==> src/rtl/ram_stream_writer.sv <==
// Writes a valid/ready byte stream into consecutive addresses of a synchronous single-port RAM.
// Optional read-back checksum verification is enabled with `define VERIFY_EN.
module ram_stream_writer #(
  parameter int ADDR_W       = 8,
  parameter int DATA_W       = 8,
  parameter int READ_LATENCY = 2
) (
  input  logic              clk,
  input  logic              rst_n,
  input  logic              start,
  input  logic [ADDR_W-1:0] base_addr,
  input  logic [ADDR_W:0]   length,
  input  logic              in_valid,
  input  logic [DATA_W-1:0] in_data,
  output logic              in_ready,
  output logic [ADDR_W-1:0] address,
  output logic [DATA_W-1:0] data,
  output logic              wren,
  input  logic [DATA_W-1:0] q,
  output logic              busy,
  output logic              done,
  output logic              verify_ok
);

  typedef enum logic [1:0] {
    S_IDLE   = 2'd0,
    S_WRITE  = 2'd1,
`ifdef VERIFY_EN
    S_VERIFY = 2'd3,
`endif
    S_DONE   = 2'd2
  } state_t;

  state_t              r_state;
  state_t              w_next;
  logic [ADDR_W-1:0]   r_ptr;
  logic [ADDR_W:0]     r_rem;
  logic [DATA_W-1:0]   r_wr_sum;
  logic [ADDR_W-1:0]   r_addr;
  logic [DATA_W-1:0]   r_data;
  logic                r_wren;
  logic                r_done;
  logic                r_vok;
  logic                w_beat;
  logic                w_last_beat;
  logic                w_ready;

  assign w_ready     = (r_state == S_WRITE) && (r_rem != '0);
  assign w_beat      = in_valid && w_ready;
  assign w_last_beat = w_beat && (r_rem == (ADDR_W+1)'(1));

`ifdef VERIFY_EN
  logic [ADDR_W-1:0]     r_vptr;
  logic [ADDR_W:0]       r_vcnt;
  logic [DATA_W-1:0]     r_rd_sum;
  logic [READ_LATENCY:0] r_vpipe;
  logic                  w_issue;
  logic                  w_last_sample;

  // r_vpipe[k] marks that the address shown k cycles ago is awaiting its q.
  assign w_issue       = (r_state == S_VERIFY) && (r_vcnt != '0);
  assign w_last_sample = (r_state == S_VERIFY) && (r_vcnt == '0) &&
                         (r_vpipe[READ_LATENCY-1:0] == '0) && r_vpipe[READ_LATENCY];

  always_ff @(posedge clk) begin
    if (!rst_n) begin
      r_vpipe <= '0;
    end else begin
      r_vpipe <= {r_vpipe[READ_LATENCY-1:0], w_issue};
    end
  end
`else
  logic w_unused_q;
  assign w_unused_q = ^q;
`endif

  always_comb begin
    w_next = r_state;
    case (r_state)
      S_IDLE: begin
        if (start) begin
          w_next = (length == '0) ? S_DONE : S_WRITE;
        end
      end
      S_WRITE: begin
        if (w_last_beat) begin
`ifdef VERIFY_EN
          w_next = S_VERIFY;
`else
          w_next = S_DONE;
`endif
        end
      end
`ifdef VERIFY_EN
      S_VERIFY: begin
        if (w_last_sample) begin
          w_next = S_DONE;
        end
      end
`endif
      S_DONE:  w_next = S_IDLE;
      default: w_next = S_IDLE;
    endcase
  end

  always_ff @(posedge clk) begin
    if (!rst_n) begin
      r_state  <= S_IDLE;
      r_ptr    <= '0;
      r_rem    <= '0;
      r_wr_sum <= '0;
      r_addr   <= '0;
      r_data   <= '0;
      r_wren   <= 1'b0;
      r_done   <= 1'b0;
      r_vok    <= 1'b1;
`ifdef VERIFY_EN
      r_vptr   <= '0;
      r_vcnt   <= '0;
      r_rd_sum <= '0;
`endif
    end else begin
      r_state <= w_next;
      r_done  <= (r_state == S_DONE);
      r_wren  <= 1'b0;
      case (r_state)
        S_IDLE: begin
          if (start) begin
            r_ptr    <= base_addr;
            r_rem    <= length;
            r_wr_sum <= '0;
            r_vok    <= 1'b1;
`ifdef VERIFY_EN
            r_vptr   <= base_addr;
            r_vcnt   <= length;
            r_rd_sum <= '0;
`endif
          end
        end
        S_WRITE: begin
          if (w_beat) begin
            r_addr   <= r_ptr;
            r_data   <= in_data;
            r_wren   <= 1'b1;
            r_ptr    <= r_ptr + ADDR_W'(1);
            r_rem    <= r_rem - (ADDR_W+1)'(1);
            r_wr_sum <= r_wr_sum + in_data;
          end
        end
`ifdef VERIFY_EN
        S_VERIFY: begin
          if (w_issue) begin
            r_addr <= r_vptr;
            r_vptr <= r_vptr + ADDR_W'(1);
            r_vcnt <= r_vcnt - (ADDR_W+1)'(1);
          end
          if (r_vpipe[READ_LATENCY]) begin
            r_rd_sum <= r_rd_sum + q;
          end
          // The final q is folded in directly so the verdict lands with the DONE transition.
          if (w_last_sample) begin
            r_vok <= ((r_rd_sum + q) == r_wr_sum);
          end
        end
`endif
        default: ;
      endcase
    end
  end

  assign in_ready  = w_ready;
  assign address   = r_addr;
  assign data      = r_data;
  assign wren      = r_wren;
  assign done      = r_done;
  assign busy      = (r_state != S_IDLE) || r_done;
  assign verify_ok = r_vok;

endmodule

==> config.mk <==
export PLATFORM = sky130hd
export DESIGN_NAME = ram_stream_writer
export DESIGN_NICKNAME = d
export VERILOG_FILES = /design/src/rtl/ram_stream_writer.sv
export SDC_FILE = /design/constraint.sdc
export NUM_CORES = 1
export LEC_CHECK = 0
export CAP_MARGIN = 20
export CELL_PAD_IN_SITES_DETAIL_PLACEMENT = 1
export CELL_PAD_IN_SITES_GLOBAL_PLACEMENT = 1
export CORE_AREA = 2 2 80 82
export CTS_CLUSTER_SIZE = 10
export DETAILED_ROUTE_END_ITERATION = 7
export DIE_AREA = 0 0 82 84
export PLACE_DENSITY_LB_ADDON = 0.05
export SYNTH_ARGS = -nofsm -noshare
export SYNTH_HDL_FRONTEND = slang
export SYNTH_SLANG_ARGS = --single-unit
==> constraint.sdc <==
create_clock -name clk -period 2.2 [get_ports clk]
set_input_delay 0.33 -clock clk [delete_from_list [all_inputs] [get_ports clk]]
set_output_delay 0.33 -clock clk [all_outputs]
set_load 0.03 [all_outputs]
==> out/qor.yml, run 1 <==
fmax_mhz: 478
root_buffer: "clkbuf_8"
insertion_delay_ns: 0.29
vias_per_cell: 5.20
dp_hpwl_um: 4350
vias: 1981
layout_common_cells: "nand2_1 (57), clkdlybuf4s50_1 (47), dfxtp_1 (37)"
synth_compound_area_frac: 0.259
syn-cell-area_um2: 1910
yosys-mux-area-fraction: 0.00524
dp_slack_ns: 0.134
ys_seq_area_frac: 0.388
hold_path_class: "register to register"
ys_ff_latch: 37
p_leak_nw: 0.986
cp-start-kind: "register"
dr.first_iter.drc_count: 54
final_max_slew_viol_count: 0
synth.net_count: 286
overflow: 0
dieHeight_um: 84
ctsHoldBuffers: 0
max-cap-violations: 0
path_class: "register to output pin"
hold_viol_final: 0
rows: 29
area_delta_synth_final_pct: 40.1
fin_area_um2: 2680
synthAdderAreaFrac: 0.0262
period_minus_slack_ns: 2.09
placed_cell_area_um2: 2550
timing.final.ws_setup_ns: 0.110
required_ns: 1.87
cts_tree: "done"
antenna_cells: 0
tns_ns: 0
synthCells: 245
final_nets: 344
stdcell_count: 381
power_w: 0.00199
cts_buffers: 5
antenna_found_initial: 0
cts_setup_buffers: 0
io_pins: 58
synth_top_family_by_area: "simple AND/OR/NAND/NOR gates"
drc: 0
drive_gt1_frac: 0.122
gp_congestion: 0.791
cts_sinks: 37
power.density_nw_per_um2: 744
grt_pass1_vias: 1994
port-buffer-count: 48
arrival_ns: 1.76
antenna_left: 0
path_clk_slew_ns: 0.07
outcome: "completed"
synth.distinct_cells: 42
grt_usage: 0.186
layout_commonest_cell: "nand2_1"
grt_start_max_net_pins: 33
die_w_um: 82
grt_setup_unrepaired: "false"
synth_warnings: 0
die_area_um2: 6890
regToRegSetupSlack_ns: 0.13
setup_violations: 0
routedWlPerCell_um: 15.9
critPathMaxFanout: 3
drt_pass1_iterations: 4
htree_num_levels: 2
fin_skew_ns: 0.00525
cp-end-kind: "output pin"
ir_worst_vdd_mv: 0.334
syn_avg_cell_area_um2: 7.80
dpl.cell_count: 373
wirelength_um: 6040
grt_first_pass_wirelength_um: 9810
min_period_over_period: 0.950
synth_xor_area_frac: 0
cts_max_path_buffers: 2
synth-simple-area-share: 0.261
start_util: 0.313
core_area_um2: 6100
ctsResizeCount: 1
cell usage after synthesis:
| library cell | n | share of area |
|---|---|---|
| nand3_1 | 4 | 0.010 |
| and4_1 | 3 | 0.014 |
| nor3_1 | 6 | 0.016 |
| a32o_1 | 1 | 0.0052 |
| o31ai_1 | 1 | 0.0039 |
| nand2_2 | 1 | 0.0033 |
| conb_1 | 1 | 0.0020 |
| a311oi_1 | 1 | 0.0046 |
| dfxtp_1 | 37 | 0.39 |
| clkbuf_1 | 11 | 0.022 |
| ha_1 | 4 | 0.026 |
| a21o_1 | 1 | 0.0039 |
| buf_4 | 2 | 0.0079 |
| a21oi_1 | 29 | 0.076 |
| and3_1 | 2 | 0.0065 |
| nor2b_1 | 4 | 0.013 |
| mux2i_1 | 1 | 0.0052 |
| nor3b_1 | 3 | 0.012 |
| a31oi_1 | 1 | 0.0033 |
| and2_1 | 2 | 0.0065 |
| or3_1 | 2 | 0.0065 |
| o311ai_4 | 1 | 0.014 |
| buf_2 | 4 | 0.010 |
| nor2_2 | 1 | 0.0033 |
| nor4_1 | 6 | 0.020 |
| o31a_1 | 1 | 0.0046 |
| nor2_1 | 9 | 0.018 |
| a221oi_2 | 1 | 0.0079 |
| o22ai_1 | 2 | 0.0065 |
| nand4_1 | 2 | 0.0065 |
| nand2b_1 | 2 | 0.0065 |
| or4b_4 | 1 | 0.0072 |
| inv_1 | 7 | 0.014 |
| nand2_1 | 57 | 0.11 |
| o21ai_0 | 9 | 0.024 |
| o21a_1 | 1 | 0.0039 |
| buf_6 | 1 | 0.0059 |
| o32ai_1 | 9 | 0.041 |
| o221a_2 | 2 | 0.012 |
| o311a_1 | 1 | 0.0052 |
| a22oi_1 | 10 | 0.039 |
| a21boi_0 | 1 | 0.0039 |
power by group:
group / total, W / switching, W / internal [W]
registers: 0.000782 / 0.0000585 / 0.000724
logic: 0.000590 / 0.000320 / 0.000270
clock network: 0.000618 / 0.000248 / 0.000370
routing by layer:
metal  part of all wire  vias to the layer above  wire [µm]  global-route usage
met2               0.49                       42       2940               0.305
met3              0.041                        6        248              0.0368
met1               0.46                      938       2790               0.243
met4              0.011                        0         65              0.0530
met5                  0                        -          0                   0
li1                   -                      995          -                   -
state kept, by name, summed over array words and instances (netlist names):
register  cells
r_ptr         8
data          8
wren          1
r_state       2
done          1
address       8
r_rem         9
critical path, stage by stage (launching register included):
cell and delay (ns):
dfxtp_1 0.32, inv_1 0.09, ha_1 0.17, or4b_4 0.50, nor3_2 0.16, nor2_1 0.06, buf_4 0.17
through the flow:
| step | hold slack, ns | util |
|---|---|---|
| detailed placement | 0.450 | 0.419 |
| CTS | 0.460 | 0.439 |
| global route | 0.476 | 0.439 |
| finish | 0.459 | 0.439 |
| floorplan | 0.441 | - |
| global placement | 0.442 | 0.419 |
final cells by class:
class | instances | area (µm²)
Inverter | 7 | 26.3
Tap cell | 77 | 96.3
Clock buffer | 7 | 86.3
Fill cell | 746 | 3420
Timing Repair Buffer | 69 | 636
Multi-Input combinational cell | 183 | 1060
Clock inverter | 1 | 30.0
Sequential cell | 37 | 741
cells by family after synthesis:
kind of cell	after synthesis
compound gates	72
buf+inv	25
flops	37
mux	1
simple gates	105
other cells	1
fa+ha+maj	4
path summary, 6_finish.rpt:
path / cells after the start / to / startpoint
worst max-delay path: 6 / in_ready / r_rem[1]
worst min-delay path: 2 / data[5] / data[5]
worst max register to register: 7 / r_ptr[6] / r_rem[1]
worst min register to register: 2 / data[5] / data[5]
No activity file was read; power rests on OpenSTA's default activity.
==> run 2, diff against run 1 <==
Settings changed: CAP_MARGIN 20 to not set, CORE_AREA 2 2 80 82 to 4 4 82 84, DIE_AREA 0 0 82 84 to 0 0 86 88, RECOVER_POWER set to 25.
==> out/qor.yml, run 2 (same netlist as run 1, synthesis figures left out) <==
grt_setup_unrepaired: "false"  # unchanged
dieHeight_um: 88  # was 84 µm
path_clk_slew_ns: 0.08  # was 0.07 ns
grt_pass1_vias: 2044  # was 1994
power.density_nw_per_um2: 741  # was 744 nW/µm²
insertion_delay_ns: 0.29  # about the same
path_class: "register to output pin"  # unchanged
gp_congestion: 0.807  # was 0.791
min_period_over_period: 0.944  # was 0.950
largest_register: "r_rem"  # unchanged
start_util: 0.323  # was 0.313
fin_skew_ns: 0.00852  # was 0.00525 ns
largest_reg_flops: 9  # unchanged
period_minus_slack_ns: 2.08  # was 2.09 ns
antenna_found_initial: 0  # unchanged
outcome: "completed"  # unchanged
p_leak_nw: 1.04  # was 0.986 nW
cts_tree: "done"  # unchanged
maxSlewHeadroom: 0.405
whs_ns: 0.453  # was 0.459 ns
core_area_um2: 5920  # was 6100 µm²
final_nets: 346  # was 344
fmax_mhz: 481  # was 478 MHz
max-cap-violations: 0  # unchanged
drc: 0  # unchanged
met3_wirelength_um: 301  # was 248 µm
die_area_um2: 7570  # was 6890 µm²
dr_wl_met2_um: 2820  # was 2940 µm
grt_usage: 0.168  # was 0.186
root_buffer: "clkbuf_8"  # unchanged
setup_violations: 0  # unchanged
dpl.cell_count: 373  # unchanged
die_w_um: 86  # was 82 µm
wirelength_um: 6040  # about the same
hold_path_class: "register to register"  # unchanged
rows: 28  # was 29
final_max_slew_viol_count: 0  # unchanged
p_sw_frac: 0.320  # was 0.315
cp-start-kind: "register"  # unchanged
tightest_slew_ns: 0.893
cp-end-kind: "output pin"  # unchanged
layout_commonest_cell: "nand2_1"  # unchanged
dr.first_iter.drc_count: 99  # was 54
ir_worst_vdd_mv: 0.312  # was 0.334 mV
highest_layer: "met4"  # unchanged
dp_hpwl_um: 4450  # was 4350 µm
clkPwrFrac: 0.316  # was 0.310
internal_power_w: 0.00137  # was 0.00136 W
antenna_cells: 0  # unchanged
required_ns: 1.87  # about the same
htree_num_levels: 2  # unchanged
vias_per_cell: 5.24  # was 5.20
cts_sinks: 37  # unchanged
fin_util: 0.458  # was 0.439
cts_setup_buffers: 0  # unchanged
cts_buffers: 5  # unchanged
drt-met1-wl_um: 2860  # was 2790 µm
grt_first_pass_wirelength_um: 10000  # was 9810 µm
antenna_left: 0  # unchanged
layout_common_cells: "nand2_1 (57), dfxtp_1 (37), clkdlybuf4s50_1 (34)"  # was nand2_1 (57), clkdlybuf4s50_1 (47), dfxtp_1 (37)
overflow: 0  # unchanged
arrival_ns: 1.75  # was 1.76 ns
io_pins: 58  # unchanged
critPathMaxFanout: 3  # unchanged
grt_start_max_net_pins: 19  # was 33
drive_gt1_frac: 0.131  # was 0.122
tns_ns: 0  # unchanged
vias: 1998  # was 1981
routedWlPerCell_um: 15.9  # about the same
pwr-share-seq: 0.389  # was 0.393
stdcell_count: 381  # unchanged
hold_viol_final: 0  # unchanged
cts_max_path_buffers: 2  # unchanged
fillCellCount: 731  # was 746
area_delta_synth_final_pct: 42.0  # was 40.1%
port-buffer-count: 48  # unchanged
comb_power_share: 0.296  # was 0.297
p_sw_w: 0.000643  # was 0.000627 W
drt_pass1_iterations: 4  # unchanged
## run 2: per-stage QoR
stage	area [µm²]	setup WS [ns]	power [W]
floorplan	1910	0.244	0.00114
global placement	2580	0.149	0.00138
detailed placement	2580	0.0936	0.00139
CTS	2700	0.0548	0.00204
global route	2710	0.0372	0.00214
finish	2710	0.123	0.00201
## run 2: layout make-up
class	instances	area [µm²]	area share
Timing Repair Buffer	71	659	0.243
Clock buffer	6	82.6	0.0304
Multi-Input combinational cell	183	1070	0.395
Clock inverter	2	37.5	0.0138
Tap cell	75	93.8	0.0346
Sequential cell	37	741	0.273
Inverter	7	26.3	0.00969
## run 2: worst max-delay path, stage by stage (launching register included)
cell     delay, ns
dfxtp_1       0.32
inv_1         0.09
ha_1          0.17
or4b_4        0.50
nor3_2        0.15
nor2_1        0.06
buf_4         0.16
## run 2: worst paths after layout
check | start | end | slack (ns) | cells after the start
min reg2reg | data[2] | data[2] | 0.45 | 2
min | data[2] | data[2] | 0.45 | 2
max | r_rem[1] | in_ready | 0.12 | 6
max reg2reg | r_rem[1] | r_ptr[1] | 0.14 | 7
## run 2: what timing repair did
item / 4_1_cts / 5_1_grt
endpoints found under the hold margin: 0 / 0
resized for setup: 0 / 2
setup endpoints to repair: 0 / 6
hold buffers: 0 / 0
## run 2: power by group through the flow
stage	Combinational (W)	Sequential [W]	Clock [W]
2_1_floorplan	0.000328	0.000809	0
3_3_place_gp	0.000588	0.000794	0
3_5_place_dp	0.000591	0.000796	0
4_1_cts	0.000595	0.000781	0.000659
5_1_grt	0.000657	0.000791	0.000690
6_report	0.000594	0.000782	0.000634
## run 2: routing by layer
layer | track usage | up-vias
met2 | 0.273 | 42
met1 | 0.225 | 948
met5 | 0 | -
li1 | - | 1002
met3 | 0.0357 | 6
met4 | 0.0432 | 0
==> run 3, diff against run 2 <==
Settings changed: CTS_CLUSTER_DIAMETER set to 150.
==> results of run 3 <==
Same layout as run 2: the final DEF is identical, and so are final timing and power.
